===== config.mk =====
export PLATFORM = sky130hd
export DESIGN_NAME = demux_reg_bank_flat
export DESIGN_NICKNAME = d
export VERILOG_FILES = /design/src/rtl/demux_reg_bank_pkg.sv /design/src/rtl/demux_reg_bank_if.sv /design/src/rtl/demux_reg_bank_burst_addr_gen.sv /design/src/rtl/demux_reg_bank.sv /design/src/flat_wrapper.sv
export SDC_FILE = /design/constraint.sdc
export NUM_CORES = 1
export LEC_CHECK = 0
export BUFFER_PORTS_ARGS = -buffer_cell sky130_fd_sc_hd__buf_2
export CAP_MARGIN = 20
export CORE_MARGIN = 1.5
export CORE_UTILIZATION = 56
export DETAILED_ROUTE_END_ITERATION = 7
export GPL_TIMING_DRIVEN = 0
export MAX_ROUTING_LAYER = met4
export PLACE_DENSITY_LB_ADDON = 0.08
export SLEW_MARGIN = 20
export SYNTH_ARGS = -nofsm -noshare
export SYNTH_HDL_FRONTEND = slang
export SYNTH_HIERARCHICAL = 1
export SYNTH_SLANG_ARGS = --single-unit

===== constraint.sdc =====
create_clock -name Clk -period 6.15 [get_ports Clk]
set_input_delay 0.615 -clock Clk [delete_from_list [all_inputs] [get_ports Clk]]
set_output_delay 0.615 -clock Clk [all_outputs]
set_load 0.02 [all_outputs]

===== src/rtl/demux_reg_bank_pkg.sv =====
// demux_reg_bank_pkg
// Shared types and constants for the 14-way write distributor that feeds the
// output selector: default sizes, the 4-bit address type, FSM state encoding,
// and the wrap/range helpers used by both the top level and the burst
// address generator.
package demux_reg_bank_pkg;

    localparam int unsigned DEFAULT_WIDTH = 8;
    localparam int unsigned DEFAULT_NREGS = 14;

    typedef logic [3:0] addr_t;

    // Highest legal register address; bursts wrap from here back to 0.
    localparam addr_t LAST_ADDR = addr_t'(DEFAULT_NREGS - 1);

    typedef enum logic [0:0] {
        StIdle  = 1'b0,
        StBurst = 1'b1
    } state_e;

    function automatic addr_t next_addr(input addr_t a);
        return (a == LAST_ADDR) ? addr_t'(0) : a + addr_t'(1);
    endfunction

    function automatic logic addr_legal(input addr_t a);
        return a <= LAST_ADDR;
    endfunction

endpackage


===== src/rtl/demux_reg_bank_if.sv =====
// demux_reg_bank_if
// Bundles the write bus, the status pulses and the 14 register outputs of
// demux_reg_bank.
//   master : drives Clear/WrEn/WrAddr/WrData/BurstStart/BurstLen,
//            observes Out0..Out13, WrAck, AddrErr, Busy, Done
//   slave  : the register bank (opposite directions)
interface demux_reg_bank_if #(
    parameter int unsigned WIDTH = demux_reg_bank_pkg::DEFAULT_WIDTH
);

    logic                         Clear;
    logic                         WrEn;
    demux_reg_bank_pkg::addr_t    WrAddr;
    logic [WIDTH-1:0]             WrData;
    logic                         BurstStart;
    logic [3:0]                   BurstLen;

    logic [WIDTH-1:0] Out0,  Out1,  Out2,  Out3,  Out4,  Out5,  Out6;
    logic [WIDTH-1:0] Out7,  Out8,  Out9,  Out10, Out11, Out12, Out13;

    logic                         WrAck;
    logic                         AddrErr;
    logic                         Busy;
    logic                         Done;

    modport master (
        output Clear, WrEn, WrAddr, WrData, BurstStart, BurstLen,
        input  Out0, Out1, Out2, Out3, Out4, Out5, Out6,
        input  Out7, Out8, Out9, Out10, Out11, Out12, Out13,
        input  WrAck, AddrErr, Busy, Done
    );

    modport slave (
        input  Clear, WrEn, WrAddr, WrData, BurstStart, BurstLen,
        output Out0, Out1, Out2, Out3, Out4, Out5, Out6,
        output Out7, Out8, Out9, Out10, Out11, Out12, Out13,
        output WrAck, AddrErr, Busy, Done
    );

endinterface


===== src/rtl/demux_reg_bank_burst_addr_gen.sv =====
// demux_reg_bank_burst_addr_gen
// Burst pointer and beat counter.
//   clk, rst   : clock, synchronous active-high reset
//   load       : capture start_addr/len (start of a burst)
//   load_beat  : a data beat is consumed in the same cycle as load
//   start_addr : burst start address
//   len        : beat count minus one
//   advance    : consume one beat (pointer +1 with wrap, count -1)
//   ptr        : address of the next beat
//   last       : the next beat is the final one of the burst
module demux_reg_bank_burst_addr_gen
    import demux_reg_bank_pkg::*;
(
    input  logic  clk,
    input  logic  rst,
    input  logic  load,
    input  logic  load_beat,
    input  addr_t start_addr,
    input  logic  [3:0] len,
    input  logic  advance,
    output addr_t ptr,
    output logic  last
);

    addr_t      ptr_q;
    logic [3:0] cnt_q;

    always_ff @(posedge clk) begin
        if (rst) begin
            ptr_q <= '0;
            cnt_q <= '0;
        end else if (load) begin
            // A beat taken alongside BurstStart is beat 0, so skip past it.
            ptr_q <= load_beat ? next_addr(start_addr) : start_addr;
            cnt_q <= load_beat ? len - 4'd1 : len;
        end else if (advance) begin
            ptr_q <= next_addr(ptr_q);
            cnt_q <= cnt_q - 4'd1;
        end
    end

    assign ptr  = ptr_q;
    assign last = (cnt_q == 4'd0);

endmodule


===== src/rtl/demux_reg_bank.sv =====
// demux_reg_bank
// Distributes 8-bit writes into 14 registered outputs that feed the output
// selector. Supports single addressed writes and auto-incrementing bursts
// that wrap from register 13 to register 0.
//   Clk   : rising-edge clock
//   Reset : synchronous active-high reset, overrides everything
//   bus   : write bus, register outputs Out0..Out13 and status pulses
//           (WrAck, AddrErr, Done one cycle after the sampling edge; Busy
//           high while a burst is in progress)
// The output port list is fixed at 14 registers; NREGS must stay 14.
module demux_reg_bank
    import demux_reg_bank_pkg::*;
#(
    parameter int unsigned WIDTH = DEFAULT_WIDTH,
    parameter int unsigned NREGS = DEFAULT_NREGS
) (
    input  logic             Clk,
    input  logic             Reset,
    demux_reg_bank_if.slave  bus
);

    state_e state_q, state_d;

    logic [WIDTH-1:0] regs_q [NREGS];

    logic  wr_go;
    addr_t wr_idx;
    logic  ack_d, err_d, done_d;
    logic  ack_q, err_q, done_q;

    logic  gen_load, gen_load_beat, gen_advance;
    addr_t gen_ptr;
    logic  gen_last;

    demux_reg_bank_burst_addr_gen u_addr_gen (
        .clk        (Clk),
        .rst        (Reset),
        .load       (gen_load),
        .load_beat  (gen_load_beat),
        .start_addr (bus.WrAddr),
        .len        (bus.BurstLen),
        .advance    (gen_advance),
        .ptr        (gen_ptr),
        .last       (gen_last)
    );

    always_comb begin
        state_d       = state_q;
        wr_go         = 1'b0;
        wr_idx        = bus.WrAddr;
        gen_load      = 1'b0;
        gen_load_beat = 1'b0;
        gen_advance   = 1'b0;
        ack_d         = 1'b0;
        err_d         = 1'b0;
        done_d        = 1'b0;

        unique case (state_q)
            StIdle: begin
                if (bus.BurstStart) begin
                    if (addr_legal(bus.WrAddr)) begin
                        if (bus.WrEn) begin
                            wr_go = 1'b1;
                            ack_d = 1'b1;
                            if (bus.BurstLen == 4'd0) begin
                                // One-beat burst finishes right here.
                                done_d = 1'b1;
                            end else begin
                                gen_load      = 1'b1;
                                gen_load_beat = 1'b1;
                                state_d       = StBurst;
                            end
                        end else begin
                            gen_load = 1'b1;
                            state_d  = StBurst;
                        end
                    end else begin
                        err_d = 1'b1;
                    end
                end else if (bus.WrEn) begin
                    if (addr_legal(bus.WrAddr)) begin
                        wr_go = 1'b1;
                        ack_d = 1'b1;
                    end else begin
                        // Illegal address: bank holds, like the selector does.
                        err_d = 1'b1;
                    end
                end
            end

            StBurst: begin
                if (bus.WrEn) begin
                    wr_go       = 1'b1;
                    wr_idx      = gen_ptr;
                    ack_d       = 1'b1;
                    gen_advance = 1'b1;
                    if (gen_last) begin
                        done_d  = 1'b1;
                        state_d = StIdle;
                    end
                end
            end

            default: state_d = StIdle;
        endcase
    end

    always_ff @(posedge Clk) begin
        if (Reset) begin
            state_q <= StIdle;
            ack_q   <= 1'b0;
            err_q   <= 1'b0;
            done_q  <= 1'b0;
        end else begin
            state_q <= state_d;
            ack_q   <= ack_d;
            err_q   <= err_d;
            done_q  <= done_d;
        end
    end

    // Clear wins over a same-cycle write; the beat is still consumed above.
    always_ff @(posedge Clk) begin
        if (Reset || bus.Clear) begin
            for (int i = 0; i < int'(NREGS); i++) begin
                regs_q[i] <= '0;
            end
        end else if (wr_go) begin
            for (int i = 0; i < int'(NREGS); i++) begin
                if (wr_idx == addr_t'(i)) begin
                    regs_q[i] <= bus.WrData;
                end
            end
        end
    end

    assign bus.WrAck   = ack_q;
    assign bus.AddrErr = err_q;
    assign bus.Done    = done_q;
    assign bus.Busy    = (state_q == StBurst);

    assign bus.Out0  = regs_q[0];
    assign bus.Out1  = regs_q[1];
    assign bus.Out2  = regs_q[2];
    assign bus.Out3  = regs_q[3];
    assign bus.Out4  = regs_q[4];
    assign bus.Out5  = regs_q[5];
    assign bus.Out6  = regs_q[6];
    assign bus.Out7  = regs_q[7];
    assign bus.Out8  = regs_q[8];
    assign bus.Out9  = regs_q[9];
    assign bus.Out10 = regs_q[10];
    assign bus.Out11 = regs_q[11];
    assign bus.Out12 = regs_q[12];
    assign bus.Out13 = regs_q[13];

endmodule


===== src/flat_wrapper.sv =====
// flat-port wrapper written by rule: the top's interface ports become plain ports
module demux_reg_bank_flat import demux_reg_bank_pkg::*;
#(
    parameter int unsigned WIDTH = DEFAULT_WIDTH,
    parameter int unsigned NREGS = DEFAULT_NREGS
)
  (Clk, Reset, bus_Clear, bus_WrEn, bus_WrAddr, bus_WrData, bus_BurstStart, bus_BurstLen, bus_Out0, bus_Out1, bus_Out2, bus_Out3, bus_Out4, bus_Out5, bus_Out6, bus_Out7, bus_Out8, bus_Out9, bus_Out10, bus_Out11, bus_Out12, bus_Out13, bus_WrAck, bus_AddrErr, bus_Busy, bus_Done);
  demux_reg_bank_if #(.WIDTH(WIDTH)) bus_i ();
  input  logic Clk;
  input  logic Reset;
  input wire logic [$bits(bus_i.Clear)-1:0] bus_Clear;
  input wire logic [$bits(bus_i.WrEn)-1:0] bus_WrEn;
  input wire logic [$bits(bus_i.WrAddr)-1:0] bus_WrAddr;
  input wire logic [$bits(bus_i.WrData)-1:0] bus_WrData;
  input wire logic [$bits(bus_i.BurstStart)-1:0] bus_BurstStart;
  input wire logic [$bits(bus_i.BurstLen)-1:0] bus_BurstLen;
  output wire logic [$bits(bus_i.Out0)-1:0] bus_Out0;
  output wire logic [$bits(bus_i.Out1)-1:0] bus_Out1;
  output wire logic [$bits(bus_i.Out2)-1:0] bus_Out2;
  output wire logic [$bits(bus_i.Out3)-1:0] bus_Out3;
  output wire logic [$bits(bus_i.Out4)-1:0] bus_Out4;
  output wire logic [$bits(bus_i.Out5)-1:0] bus_Out5;
  output wire logic [$bits(bus_i.Out6)-1:0] bus_Out6;
  output wire logic [$bits(bus_i.Out7)-1:0] bus_Out7;
  output wire logic [$bits(bus_i.Out8)-1:0] bus_Out8;
  output wire logic [$bits(bus_i.Out9)-1:0] bus_Out9;
  output wire logic [$bits(bus_i.Out10)-1:0] bus_Out10;
  output wire logic [$bits(bus_i.Out11)-1:0] bus_Out11;
  output wire logic [$bits(bus_i.Out12)-1:0] bus_Out12;
  output wire logic [$bits(bus_i.Out13)-1:0] bus_Out13;
  output wire logic [$bits(bus_i.WrAck)-1:0] bus_WrAck;
  output wire logic [$bits(bus_i.AddrErr)-1:0] bus_AddrErr;
  output wire logic [$bits(bus_i.Busy)-1:0] bus_Busy;
  output wire logic [$bits(bus_i.Done)-1:0] bus_Done;
  assign bus_i.Clear = bus_Clear;
  assign bus_i.WrEn = bus_WrEn;
  assign bus_i.WrAddr = bus_WrAddr;
  assign bus_i.WrData = bus_WrData;
  assign bus_i.BurstStart = bus_BurstStart;
  assign bus_i.BurstLen = bus_BurstLen;
  assign bus_Out0 = bus_i.Out0;
  assign bus_Out1 = bus_i.Out1;
  assign bus_Out2 = bus_i.Out2;
  assign bus_Out3 = bus_i.Out3;
  assign bus_Out4 = bus_i.Out4;
  assign bus_Out5 = bus_i.Out5;
  assign bus_Out6 = bus_i.Out6;
  assign bus_Out7 = bus_i.Out7;
  assign bus_Out8 = bus_i.Out8;
  assign bus_Out9 = bus_i.Out9;
  assign bus_Out10 = bus_i.Out10;
  assign bus_Out11 = bus_i.Out11;
  assign bus_Out12 = bus_i.Out12;
  assign bus_Out13 = bus_i.Out13;
  assign bus_WrAck = bus_i.WrAck;
  assign bus_AddrErr = bus_i.AddrErr;
  assign bus_Busy = bus_i.Busy;
  assign bus_Done = bus_i.Done;
  demux_reg_bank #(.WIDTH(WIDTH), .NREGS(NREGS)) u_core (.Clk(Clk), .Reset(Reset), .bus(bus_i));
endmodule

Yosys cells after proc, flatten, opt, wreduce, memory -nomap -nowiden
Memories as Yosys holds them, arrays and structs flattened.
Cells that the tools add are included.
- bits in registers: 12
- RAM bits: 112
- input port bits: 21
- output and inout port bits: 116
- word-level logic and storage cells: 159
- memories: 1
- add/subtract/negate cells: 4
- $lt $le $gt $ge: 1
- equal/unequal tests: 15
- muxes and demuxes: 111
- bitwise logic cells: 15
- reductions and logical operators: 6
- memories (name ; depth ; width ; rd ports ; clocked after Yosys merged registers in ; wr ports ; RTL line ; RTL):
    u_core.regs_q ; 14 ; 8 ; 14 ; 0 ; 14 ; demux_reg_bank.sv:24 ; logic [WIDTH-1:0] regs_q [NREGS];
- operators by type and width (cell ; number):
    8-bit two-way mux ; 14
    1-bit two-way mux ; 84
    4-bit two-way mux ; 10
    4-bit equality test (second input constant) ; 8
    4-bit by 3-bit equality test with 1-bit output (second input constant) ; 4
    1-bit OR ; 14
    4-bit zero test ; 3
    4-bit by 1-bit adder with 4-bit output (second input constant) ; 2
    4-bit by 2-bit equality test with 1-bit output (second input constant) ; 2
    4-bit by 1-bit subtractor with 4-bit output (second input constant) ; 2
    1-bit case mux with 2 select lines ; 3
    4-bit by 1-bit equality test with 1-bit output (second input constant) ; 1
    4-bit less-or-equal comparator (second input constant) ; 1
    2-bit nonzero test ; 1
    2-bit OR reduction ; 1
    1-bit logical OR ; 1
    1-bit NOT ; 1

Logic depth before layout (Yosys ltp)
- depth after elaboration: 9
- mapped depth: 7
- depth with buffers taken out: 6

Modules after synthesis
Netlist, hierarchy kept.
- by module, submodules not included (module ; times used ; cells an instance ; area each (µm²) ; sequential area each (µm²)):
    demux_reg_bank ; 1 ; 296 ; 4380.5 ; 3443.3
    demux_reg_bank_burst_addr_gen ; 1 ; 66 ; 603.1 ; 160.2

Worst setup path before layout
Ideal clock, no wire load.
- kind: input to register
- start point: input port bus_WrAddr[1]
- end point: memory u_core/regs_q[1][40] (netlist bit) (enable)
- library setup time: 384 ps
- arrival: 1904 ps
- data required time: 5766 ps
- setup slack: 3862 ps
- stages: 4
- buffers on the path: 0
- cells stage by stage: or3b_4 a21boi_4 inv_1 o21ai_0
- RTL lines (item ; RTL line ; RTL):
    from (decl) ; flat_wrapper.sv:13 ; input wire logic [$bits(bus_i.WrAddr)-1:0] bus_WrAddr;
    to (decl) ; demux_reg_bank.sv:24 ;

==> flow_metrics.tcl <==
set metrics [dict create \
    clockBufferDepth 2 \
    antenna_found_initial 0 \
    insertion_delay_ns 0.51 \
    ant_nets 0 \
    num_io_pins 137 \
    placementRows 34 \
    worstPathCellList "buf_6 > buf_2 > nand3b_1 > a21boi_4 > inv_1 > o21ai_1" \
    clock_sinks 124 \
    maxCapViolations 0 \
    syn_inst 362 \
    hpwl_mm 7.59 \
    tns_ns 0 \
    gp_congestion 0.801 \
    worst_slew_pin_slew_ns 0.851 \
    worstPathArrival_ns 2.36 \
    drcViolationCount 0 \
    required_ns 6.28 \
    crit_family "compound AO/OA/AOI/OAI gates" \
    nNetsFinal 542 \
    cts_buffers 17 \
    start_util_pct 57.4 \
    peakVddDrop_uv 193 \
    skew_ns 0.0112 \
    multi_input_area_um2 1240 \
    synth-seq-cells 124 \
    crit_type "flop to flop" \
    syn_to_final_growth_pct 28.0 \
    slew-limit-headroom_pct 42.9 \
    final_common_cell "buf_2" \
    die_area_um2 9470 \
    core_um2 8680 \
    worst_setup_path_end_kind "flop" \
    synthArstFlopShare_pct 0 \
    yosysSeqAreaShare_pct 72.3 \
    synth_top_cell_area_share_pct 67.5 \
    synth_edf_count 112 \
    register_area_um2 3600 \
    avgSynthCellArea_um2 13.8 \
    hp-class "input port to flop" \
    period_needed_ns 2.23 \
    cp_num_buf_inv 3 \
    syn_area_um2 4980 \
    hold_violations 0 \
    grt_pass1_wl_mm 16.9 \
    power.total_mw 2.13 \
    grt_pass1_vias 3375 \
    grt_start_max_net_pins 17 \
    cts.repair.resized 0 \
    holdWs_ns 0.414 \
    synthTopCellsByArea "edfxtp_1 67%, nor2_1 6.7%, dfxtp_1 4.8%" \
    routed_via_density 5.35 \
    cp_slowest_stage_delay_ns 0.68 \
    clockRootBuffer "clkbuf_8" \
    avgRoutedWirePerCell_um 17.4 \
    grt-ovfl-total 0 \
    port_buffers 136 \
    cts_tree "done" \
    grt_usage_pct 25.0 \
    synth_fp_nets 385 \
    ys_types 53 \
    fillers 589 \
    fmax_mhz 448 \
    clk_pin_slew_ns 0.06 \
    synth_area_leader_cell "edfxtp_1" \
    p_per_area_nw_per_um2 334 \
    diodes 0 \
    fp.dieW_um 97.3 \
    status "finished, final reports clean" \
    finalSetupViolations 0 \
    finalCritPeriodShare_pct 36.3 \
    dr.pass1.iters 5 \
    rsz0062_at_grt "no" \
    drive_above_1_share_pct 37.8 \
    p_leak_nw 2.78 \
    layout_common_cells "140 x buf_2, 112 x edfxtp_1, 89 x nor2_1" \
    drt_iter0_drc 251 \
    totalWireLength_mm 11.1 \
    vias 3421 \
    ys.flop_type "edfxtp_1" \
    htreeDepth 4 \
    post-cts-setup-buffers 0 \
    slew_violations 0 \
    start_kind "flop" \
    die_y_um 97.3 \
    critPathSlowestCell "o21ai_1" \
    critPathMaxFanout 10 \
    yosysWarnings 6 \
    ctsHoldBuffers 0 \
]
## layer usage
| metal | part of all wire [%] | track usage, % | up-vias |
|---|---|---|---|
| li1 | - | - | 1610 |
| met1 | 41 | 31.6 | 1618 |
| met2 | 49 | 38.1 | 176 |
| met3 | 7.8 | 7.84 | 17 |
| met4 | 1.9 | 9.67 | 0 |
| met5 | 0 | - | - |
## through the flow
stage | cells | utilization, % | setup WS (ns) | instance area [um^2]
2_1_floorplan | 362 | - | 3.86 | 4980
3_3_place_gp | 606 | 66.8 | 3.13 | 5800
3_5_place_dp | 608 | 67.1 | 3.59 | 5820
4_1_cts | 640 | 73.5 | 3.95 | 6380
5_1_grt | 640 | 73.5 | 3.78 | 6380
6_report | 640 | 73.5 | 3.92 | 6380
## where the power goes
| part | internal [mW] | switching (mW) |
|---|---|---|
| combinational | 0.0705 | 0.156 |
| clock | 0.541 | 0.376 |
| sequential | 0.968 | 0.0206 |
## cells in the mapped netlist (4+ instances only)
cell type / count
xnor2_1: 4
nand2b_1: 5
inv_1: 15
edfxtp_1: 112
nand4_4: 4
buf_2: 4
nor2_1: 89
nand2_1: 28
nand2_2: 4
clkbuf_1: 9
mux2i_1: 4
o21ai_0: 4
a211oi_1: 5
a21oi_1: 5
dfxtp_1: 12
## sequential cells by signal, indices dropped and copies added (netlist names)
| name | cells |
|---|---|
| u_core/regs_q | 112 |
| u_core/bus.Busy | 1 |
| u_core/u_addr_gen/cnt_q | 4 |
| u_core/u_addr_gen/ptr | 4 |
| u_core/bus.Done | 1 |
| u_core/bus.WrAck | 1 |
| u_core/bus.AddrErr | 1 |
## worst paths after layout
path	start	to	slack, ns	cells after the start
worst min register to register	u_core/u_addr_gen/cnt_q[3]$_SDFFE_PP0P_	u_core/u_addr_gen/cnt_q[3]$_SDFFE_PP0P_	0.58	2
worst max register to register	u_core/bus.Busy$_SDFF_PP0_	u_core/regs_q[1][44]$_DFFE_PP_	3.92	6
worst min-delay path	bus_BurstStart	u_core/bus.AddrErr$_SDFF_PP0_	0.41	3
worst max-delay path	u_core/bus.Busy$_SDFF_PP0_	u_core/regs_q[1][44]$_DFFE_PP_	3.92	6
## worst min-delay path, cell delays in order
cell and delay, ns:
buf_2 0.12, nor2_1 0.08, nor4_1 0.05
## logic make-up (layout without fill, tap and decap cells)
| logic type | Yosys count | after routing | share of synthesized area (%) |
|---|---|---|---|
| DFF | 124 | 124 | 72.3 |
| muxes | 7 | 7 | 1.56 |
| xor gates and xnor gates | 7 | 7 | 1.23 |
| buffers and inverters | 32 | 202 | 3.04 |
| and+or+nand+nor | 156 | 156 | 16.1 |
| AOI/OAI and AO/OA | 34 | 34 | 5.27 |
| adders and majority gates | 2 | 2 | 0.502 |
## cell type report
class,instances,share of cell area (%)
buffer,17,1.49
tap,108,2.12
clock inverter,15,2.18
multi-input combinational,206,19.4
clock buffer,17,6.49
inverter,15,0.883
timing repair buffer,138,10.9
sequential,124,56.5
No activity file was read; power rests on OpenSTA's default activity.
